### src/rtl/video_timing_pkg.sv
// Shared 640x480@60 raster constants, TMDS control codes and sync helpers
// used by the timing generator and the downstream encoders.
package video_timing_pkg;

  localparam int H_ACTIVE_DEF = 640;
  localparam int H_FP_DEF     = 16;
  localparam int H_SYNC_DEF   = 96;
  localparam int H_BP_DEF     = 48;
  localparam int V_ACTIVE_DEF = 480;
  localparam int V_FP_DEF     = 10;
  localparam int V_SYNC_DEF   = 2;
  localparam int V_BP_DEF     = 33;
  localparam int H_TOTAL_DEF  = H_ACTIVE_DEF + H_FP_DEF + H_SYNC_DEF + H_BP_DEF;
  localparam int V_TOTAL_DEF  = V_ACTIVE_DEF + V_FP_DEF + V_SYNC_DEF + V_BP_DEF;
  localparam int CW_DEF       = 11;

  // 10-bit TMDS control symbols indexed by CD = {vsync, hsync}
  localparam logic [9:0] TMDS_CTRL_00 = 10'b1101010100;
  localparam logic [9:0] TMDS_CTRL_01 = 10'b0010101011;
  localparam logic [9:0] TMDS_CTRL_10 = 10'b0101010100;
  localparam logic [9:0] TMDS_CTRL_11 = 10'b1010101011;

  typedef struct packed {
    logic hsync;
    logic vsync;
    logic de;
  } sync_bus_t;

  function automatic logic sync_level(input logic active, input logic pol);
    return active ? pol : ~pol;
  endfunction

endpackage

### src/rtl/sig_delay.sv
// Enable-gated shift register with a configurable reset value; depth 0
// degenerates to a straight wire.
module sig_delay #(
  parameter int               WIDTH   = 1,
  parameter int               DEPTH   = 1,
  parameter logic [WIDTH-1:0] RST_VAL = '0
) (
  input  logic             clk,
  input  logic             rst,
  input  logic             en,
  input  logic [WIDTH-1:0] din,
  output logic [WIDTH-1:0] dout
);

  generate
    if (DEPTH == 0) begin : g_pass
      assign dout = din;
    end else begin : g_sr
      logic [WIDTH-1:0] stages [DEPTH];

      always_ff @(posedge clk or posedge rst) begin
        if (rst) begin
          for (int i = 0; i < DEPTH; i++) stages[i] <= RST_VAL;
        end else if (en) begin
          stages[0] <= din;
          for (int i = 1; i < DEPTH; i++) stages[i] <= stages[i-1];
        end
      end

      assign dout = stages[DEPTH-1];
    end
  endgenerate

endmodule

### src/rtl/video_timing_gen.sv
// Raster timing generator: x/y counters, registered stage-0 decode, strobes
// and a pipeline-matching delay line for hsync/vsync/de.
module video_timing_gen
  import video_timing_pkg::*;
#(
  parameter int   H_ACTIVE = H_ACTIVE_DEF,
  parameter int   H_FP     = H_FP_DEF,
  parameter int   H_SYNC   = H_SYNC_DEF,
  parameter int   H_BP     = H_BP_DEF,
  parameter int   V_ACTIVE = V_ACTIVE_DEF,
  parameter int   V_FP     = V_FP_DEF,
  parameter int   V_SYNC   = V_SYNC_DEF,
  parameter int   V_BP     = V_BP_DEF,
  parameter logic HS_POL   = 1'b0,
  parameter logic VS_POL   = 1'b0,
  parameter int   CW       = CW_DEF,
  parameter int   PIPE_DLY = 1
) (
  input  logic          pixclk,
  input  logic          rst,
  input  logic          en,
  output logic [CW-1:0] x,
  output logic [CW-1:0] y,
  output logic          fetch,
  output logic          line_start,
  output logic          frame_start,
  output logic          hsync,
  output logic          vsync,
  output logic          de
);

  localparam int H_TOTAL = H_ACTIVE + H_FP + H_SYNC + H_BP;
  localparam int V_TOTAL = V_ACTIVE + V_FP + V_SYNC + V_BP;

  localparam logic [CW-1:0] H_LAST   = CW'(H_TOTAL - 1);
  localparam logic [CW-1:0] V_LAST   = CW'(V_TOTAL - 1);
  localparam logic [CW-1:0] H_ACT_C  = CW'(H_ACTIVE);
  localparam logic [CW-1:0] V_ACT_C  = CW'(V_ACTIVE);
  localparam logic [CW-1:0] HS_START = CW'(H_ACTIVE + H_FP);
  localparam logic [CW-1:0] HS_END   = CW'(H_ACTIVE + H_FP + H_SYNC);
  localparam logic [CW-1:0] VS_START = CW'(V_ACTIVE + V_FP);
  localparam logic [CW-1:0] VS_END   = CW'(V_ACTIVE + V_FP + V_SYNC);

  logic [CW-1:0] x_nxt, y_nxt;
  logic          hs_raw, vs_raw;
  sync_bus_t     stage0, delayed;

  always_comb begin
    x_nxt = x + CW'(1);
    y_nxt = y;
    if (x == H_LAST) begin
      x_nxt = '0;
      y_nxt = (y == V_LAST) ? '0 : y + CW'(1);
    end
  end

  // Decode is taken from the next coordinates so it lands in the same cycle as x/y
  always_ff @(posedge pixclk or posedge rst) begin
    if (rst) begin
      x      <= '0;
      y      <= '0;
      fetch  <= 1'b0;
      hs_raw <= 1'b0;
      vs_raw <= 1'b0;
    end else if (en) begin
      x      <= x_nxt;
      y      <= y_nxt;
      fetch  <= (x_nxt < H_ACT_C) && (y_nxt < V_ACT_C);
      hs_raw <= (x_nxt >= HS_START) && (x_nxt < HS_END);
      vs_raw <= (y_nxt >= VS_START) && (y_nxt < VS_END);
    end
  end

  assign line_start  = en && !rst && (x == '0);
  assign frame_start = line_start && (y == '0);

  assign stage0.hsync = sync_level(hs_raw, HS_POL);
  assign stage0.vsync = sync_level(vs_raw, VS_POL);
  assign stage0.de    = fetch;

  sig_delay #(
    .WIDTH   (3),
    .DEPTH   (PIPE_DLY),
    .RST_VAL ({~HS_POL, ~VS_POL, 1'b0})
  ) u_sync_dly (
    .clk  (pixclk),
    .rst  (rst),
    .en   (en),
    .din  (stage0),
    .dout (delayed)
  );

  assign hsync = delayed.hsync;
  assign vsync = delayed.vsync;
  assign de    = delayed.de;

endmodule

### config.mk
export PLATFORM = sky130hd
export DESIGN_NAME = video_timing_gen
export DESIGN_NICKNAME = d
export VERILOG_FILES = /design/src/rtl/video_timing_pkg.sv /design/src/rtl/sig_delay.sv /design/src/rtl/video_timing_gen.sv
export SDC_FILE = /design/constraint.sdc
export NUM_CORES = 1
export LEC_CHECK = 0
export BUFFER_PORTS_ARGS = -buffer_cell sky130_fd_sc_hd__buf_2
export CAP_MARGIN = 20
export CELL_PAD_IN_SITES_DETAIL_PLACEMENT = 0
export CELL_PAD_IN_SITES_GLOBAL_PLACEMENT = 2
export CORE_MARGIN = 5
export CORE_UTILIZATION = 33
export DETAILED_ROUTE_END_ITERATION = 8
export PLACE_DENSITY_LB_ADDON = 0.3
export SYNTH_ARGS = -nofsm -noshare
export SYNTH_HDL_FRONTEND = slang
export SYNTH_SLANG_ARGS = --single-unit
### constraint.sdc
create_clock -name pixclk -period 2.95 [get_ports pixclk]
set_clock_uncertainty 0.1 [all_clocks]
set_input_delay 0.295 -clock pixclk [delete_from_list [all_inputs] [get_ports pixclk]]
set_output_delay 0.295 -clock pixclk [all_outputs]
set_load 0.01 [all_outputs]
# --- Yosys cells after proc, flatten, opt, wreduce, memory -nomap -nowiden ---
# Index checks and enable logic that the tools add are counted.
totals:
  elab_cells: 30
  latch_bits: 0
  mem_bits_rw: 0
  regBits: 28
  rom_bits: 0
  mem_count: 0
  out_inout_bits: 28
op_classes:
  eq_ne: 2
  add_sub_neg: 2
  reduce_logical: 9
  bitwise: 0
  div: 0
  n_mux: 5
  shift: 0
  magnitude_cmp: 6
  n_mul: 0
ops:
  columns: ["operator", "n"]
  rows:
  - ["$mux W11", 3]
  - ["$add A11 B1 Y11 const B", 2]
  - ["$eq A11 B10 Y1 const B", 2]
  - ["$logic_not A11 Y1", 2]
  - ["$lt A11 B10 Y1 const B", 2]
  - ["$lt A11 B9 Y1 const B", 2]
  - ["$ge A11 B10 Y1 const B", 1]
  - ["$ge A11 B9 Y1 const B", 1]
  - ["$logic_and A1 B1 Y1", 6]
  - ["$mux W1", 2]
  - ["$logic_not A1 Y1", 1]

# --- Longest topological paths before layout ---
depth:
  depth_word: 5
  depth_mapped: 8
  depth_no_buf: 8

# --- Cells and area by module ---
# A second synthesis with hierarchy kept.
hier_totals:
  hier_cells: 208
  area_unflattened_um2: 1814.2
modules_own_cells:
  columns: ["module", "n_inst", "area_per_inst_um2", "seq_area_each_um2", "cells_per_inst"]
  rows:
  - ["video_timing_gen", 1, 1699.1, 625.6, 201]
  - ["sig_delay", 1, 115.1, 77.6, 7]

# --- Worst setup path after synthesis ---
# Ideal clock, no wire load.
synth_path:
  path_type: "reg2reg"
  startpoint: "register x[6]"
  endpoint: "register vs_raw"
  path_stages_with_launch: 9
  arrival_ns: 2.255
  synth_period_minus_slack_ns: 2.476
  t_required_ns: 2.729
  setup_time_ns: 0.121
  slack_ns: 0.474
  cell_sequence: "dfrtp_1 -> buf_6 -> or4_4 -> or3_1 -> buf_6 -> or3_4 -> nand2_4 -> nor4b_2 -> a22o_1"
synth_between:
  elab_chain_len: 4
  word_cells_on_any_way: 5
  cone_classes: "order compare (2); eq/ne (1); mux (1); reduce/logical (1)"
synth_lines:
  columns: ["item", "line_no", "rtl"]
  rows:
  - ["from (decl)", "video_timing_gen.sv:22", "output logic [CW-1:0] x,"]
  - ["from (signal assigned)", "video_timing_gen.sv:66", "x <= x_nxt;"]
  - ["$eq A11 B10 Y1 (*)", "video_timing_gen.sv:51", "if (x == H_LAST) begin"]
  - ["$mux W11 (*)", "video_timing_gen.sv:51", null]
  - ["$ge A11 B9 Y1 / $lt A11 B9 Y1 (equally long branches)", "video_timing_gen.sv:70", "vs_raw <= (y_nxt >= VS_START) && (y_nxt < VS_END);"]
  - ["$logic_and A1 B1 Y1 (*)", "video_timing_gen.sv:70", null]
  - ["to (signal assigned)", "video_timing_gen.sv:70", null]
  - ["to (decl)", "video_timing_gen.sv:45", "logic hs_raw, vs_raw;"]
# Mark *: on every way between the ends. The rest lies on a longest branch, timed or not.
# A chain may end at the register's enable or synchronous reset.

# --- Worst setup path in the final report ---
layout_path:
  startpoint: "register x[5]"
  endpoint: "output frame_start"
layout_between:
  elab_chain_len: 3
layout_lines:
  columns: ["item", "line_no", "rtl"]
  rows:
  - ["$logic_not A11 Y1", "video_timing_gen.sv:74", "assign line_start = en && !rst && (x == '0);"]
  - ["$logic_and A1 B1 Y1", "video_timing_gen.sv:74", null]
  - ["$logic_and A1 B1 Y1", "video_timing_gen.sv:75", "assign frame_start = line_start && (y == '0);"]
  - ["to (decl)", "video_timing_gen.sv:26", "output logic frame_start,"]
# No other way between the ends.

==> out/qor.yml <==
critPathMostFrequentCell: "nor4_1"
root_buffer: "clkbuf_8"
htree_levels: 1
postCtsHoldBufs: 0
max-slew-margin-rel_pct: 59.6
syn_inst: 202
tightest_slew_ps: 600
detail_route.wl_per_cell_um: 15.7
fp.dieW_um: 83.5
p_comb_share_pct: 28.3
io_pins: 31
cts_resized: 0
crit_required_ps: 2560
hold_viol: 0
finalSetupTns_ps: 0
layout_worst_path_cycle_share_pct: 90.2
cts_tree: "done"
ys_seq_area_share_pct: 39.4
dr.pass1.iters: 4
avgSynthCellArea_sq_um: 8.83
hold_path.class: "in -> async"
syn_area_sq_um: 1780
worstSetupPathType: "reg -> out"
chipHeight_um: 83.5
start_util_pct: 34.5
routed_via_density: 5.34
irDropWorstVdd_v: 0.000200
start_kind: "register"
synth_nets: 209
yosysTopAreaCell: "dfrtp_1"
vias: 1607
critPathCaptureType: "primary output"
first_global_vias: 1553
cts.sinks: 28
synth-main-ff-cell: "dfrtp_1"
mostFrequentLayoutCell: "buf_2"
antenna_found_initial: 0
die_area_sq_um: 6980
synth_area_leaders: "dfrtp_1 36%, xnor2_1 6.4%, o21ai_0 4.5%"
gp_congestion: 0.776
cts_buffers: 3
final_cells: 301
clk_path_buf_depth: 2
antenna_left: 0
seqPwrFrac_pct: 44.8
ys_ff_latch: 28
worst_path_max_delay_cell: "nor4_1"
max_stage_delay_ps: 560
grt_usage_pct: 14.1
crit_arrival_ps: 2270
internal_power_mw: 0.750
numPortBuffers: 30
routed_wl_um: 4720
grt_max_degree: 30
status: "completed"
synth-edff-count: 0
place_hpwl_um: 3450
diodes: 0
slew_viol_final: 0
crit_chain: "buf_4 > nor4_1 > nand4_1 > nor4_1 > and4_1 > buf_2"
fin_nets: 239
rsz0062_at_grt: "no"
drive_above_1_share_pct: 24.2
timing.final.crit_period_ps: 2660
core_sq_um: 5170
maxCapViolations: 0
layout_common_cells: "30 x buf_2, 26 x dfrtp_1, 19 x nand2_1"
placed_cells: 297
swShare_pct: 35.1
wl_met2_um: 2050
ys_async_sr_fraction_pct: 100
grt_pass1_wl_um: 8020
finalSetupViolCount: 0
leakage_nw: 0.887
clk_latency_ps: 280
netlist-cell-type-count: 48
num_rows: 26
p_switching_mw: 0.405
dr.max_layer_used: "met4"
synth_top_area_share_pct: 36.5
fmax_mhz: 376
crit_fanout: 11
route.detailed.drc: 0
gr-total-overflow: 0
wl_met3_um: 192
clkPwrFrac_pct: 26.9
power_density_nw_per_um2: 552
area_growth_syn_to_layout_pct: 17.3
wl_met1_um: 2440
clkTransAtPathRegs_ps: 100
post_cts_buffers: 0
drt-initial-drc-count: 140
ys_warn_count: 0
[kinds of logic (layout without fill, tap and decap cells)]
kind of cell | Yosys count | count (layout) | share of synthesized area, %
mux | 3 | 3 | 1.75
flops | 28 | 28 | 39.4
buf+inv | 24 | 53 | 5.96
xor+xnor | 13 | 13 | 6.38
simple gates | 89 | 89 | 30.0
compound gates | 41 | 41 | 13.7
fa+ha+maj | 4 | 4 | 2.81
[state kept, by name (all words and copies together) (netlist names)]
name	flops
fetch	1
hs_raw	1
u_sync_dly.dout	3
vs_raw	1
x	11
y	11
[routing by layer]
layer  up-vias  GRT usage [%]
li1        793              -
met1       777           20.4
met4         0           3.07
met2        35           21.5
met5         -              0
met3         2           3.06
[cell usage after synthesis, types with 3 or more instances]
master,count
nand3_1,14
nand4_1,11
o21ai_0,16
o22ai_1,3
nor2_1,9
xnor2_1,13
and4_1,3
nor3_1,6
dfrtp_1,26
nand2_1,19
nor4_1,3
inv_1,10
and2_1,3
clkbuf_1,10
ha_1,4
a21oi_1,10
[power by group through the flow]
stage / combinational (mW) / clock [mW] / sequential [mW]
3_3_place_gp: 0.331 / 0 / 0.521
4_1_cts: 0.333 / 0.322 / 0.516
6_report: 0.327 / 0.311 / 0.518
5_1_grt: 0.364 / 0.334 / 0.529
2_1_floorplan: 0.210 / 0 / 0.519
3_5_place_dp: 0.332 / 0 / 0.523
[through the flow]
step	power [mW]	util [%]	hold slack [ps]	setup WS [ps]	area [sq um]
floorplan	0.729	-	268	474	1780
global placement	0.853	39.1	303	439	2020
detailed placement	0.855	39.1	314	365	2020
CTS	1.17	40.4	26.3	245	2090
global route	1.23	40.4	52.3	35.6	2090
finish	1.16	40.4	0.444	290	2090
[worst paths after layout]
| path | slack [ps] | start | depth (start not counted) | endpoint |
|---|---|---|---|---|
| setup / recovery | 290 | x[5] | 6 | frame_start |
| min in group pixclk | 210 | en | 3 | x[3] |
| max in group asynchronous | 2420 | rst | 3 | u_sync_dly.dout[1] |
| setup reg to reg | 330 | x[0] | 7 | fetch |
| hold reg to reg | 320 | hs_raw | 1 | u_sync_dly.dout[2] |
| hold / removal | 0.4 | rst | 3 | x[4] |
[critical path: cells and delay by family, from the launching register on]
family | cells | cell delay [ps]
DFF | 1 | 390
buffers and inverters | 2 | 300
and+or+nand+nor | 4 | 1300
[area by class of cell]
type / count / area [sq um]
clock buffers: 3 / 41.3
flip-flops and latches: 28 / 703
fillers: 536 / 3080
clock inverters: 1 / 30.0
well taps: 70 / 87.6
repair buffers: 39 / 218
inverters: 10 / 37.5
multi-input cells: 150 / 975
Power figures use the tool's default switching activity.
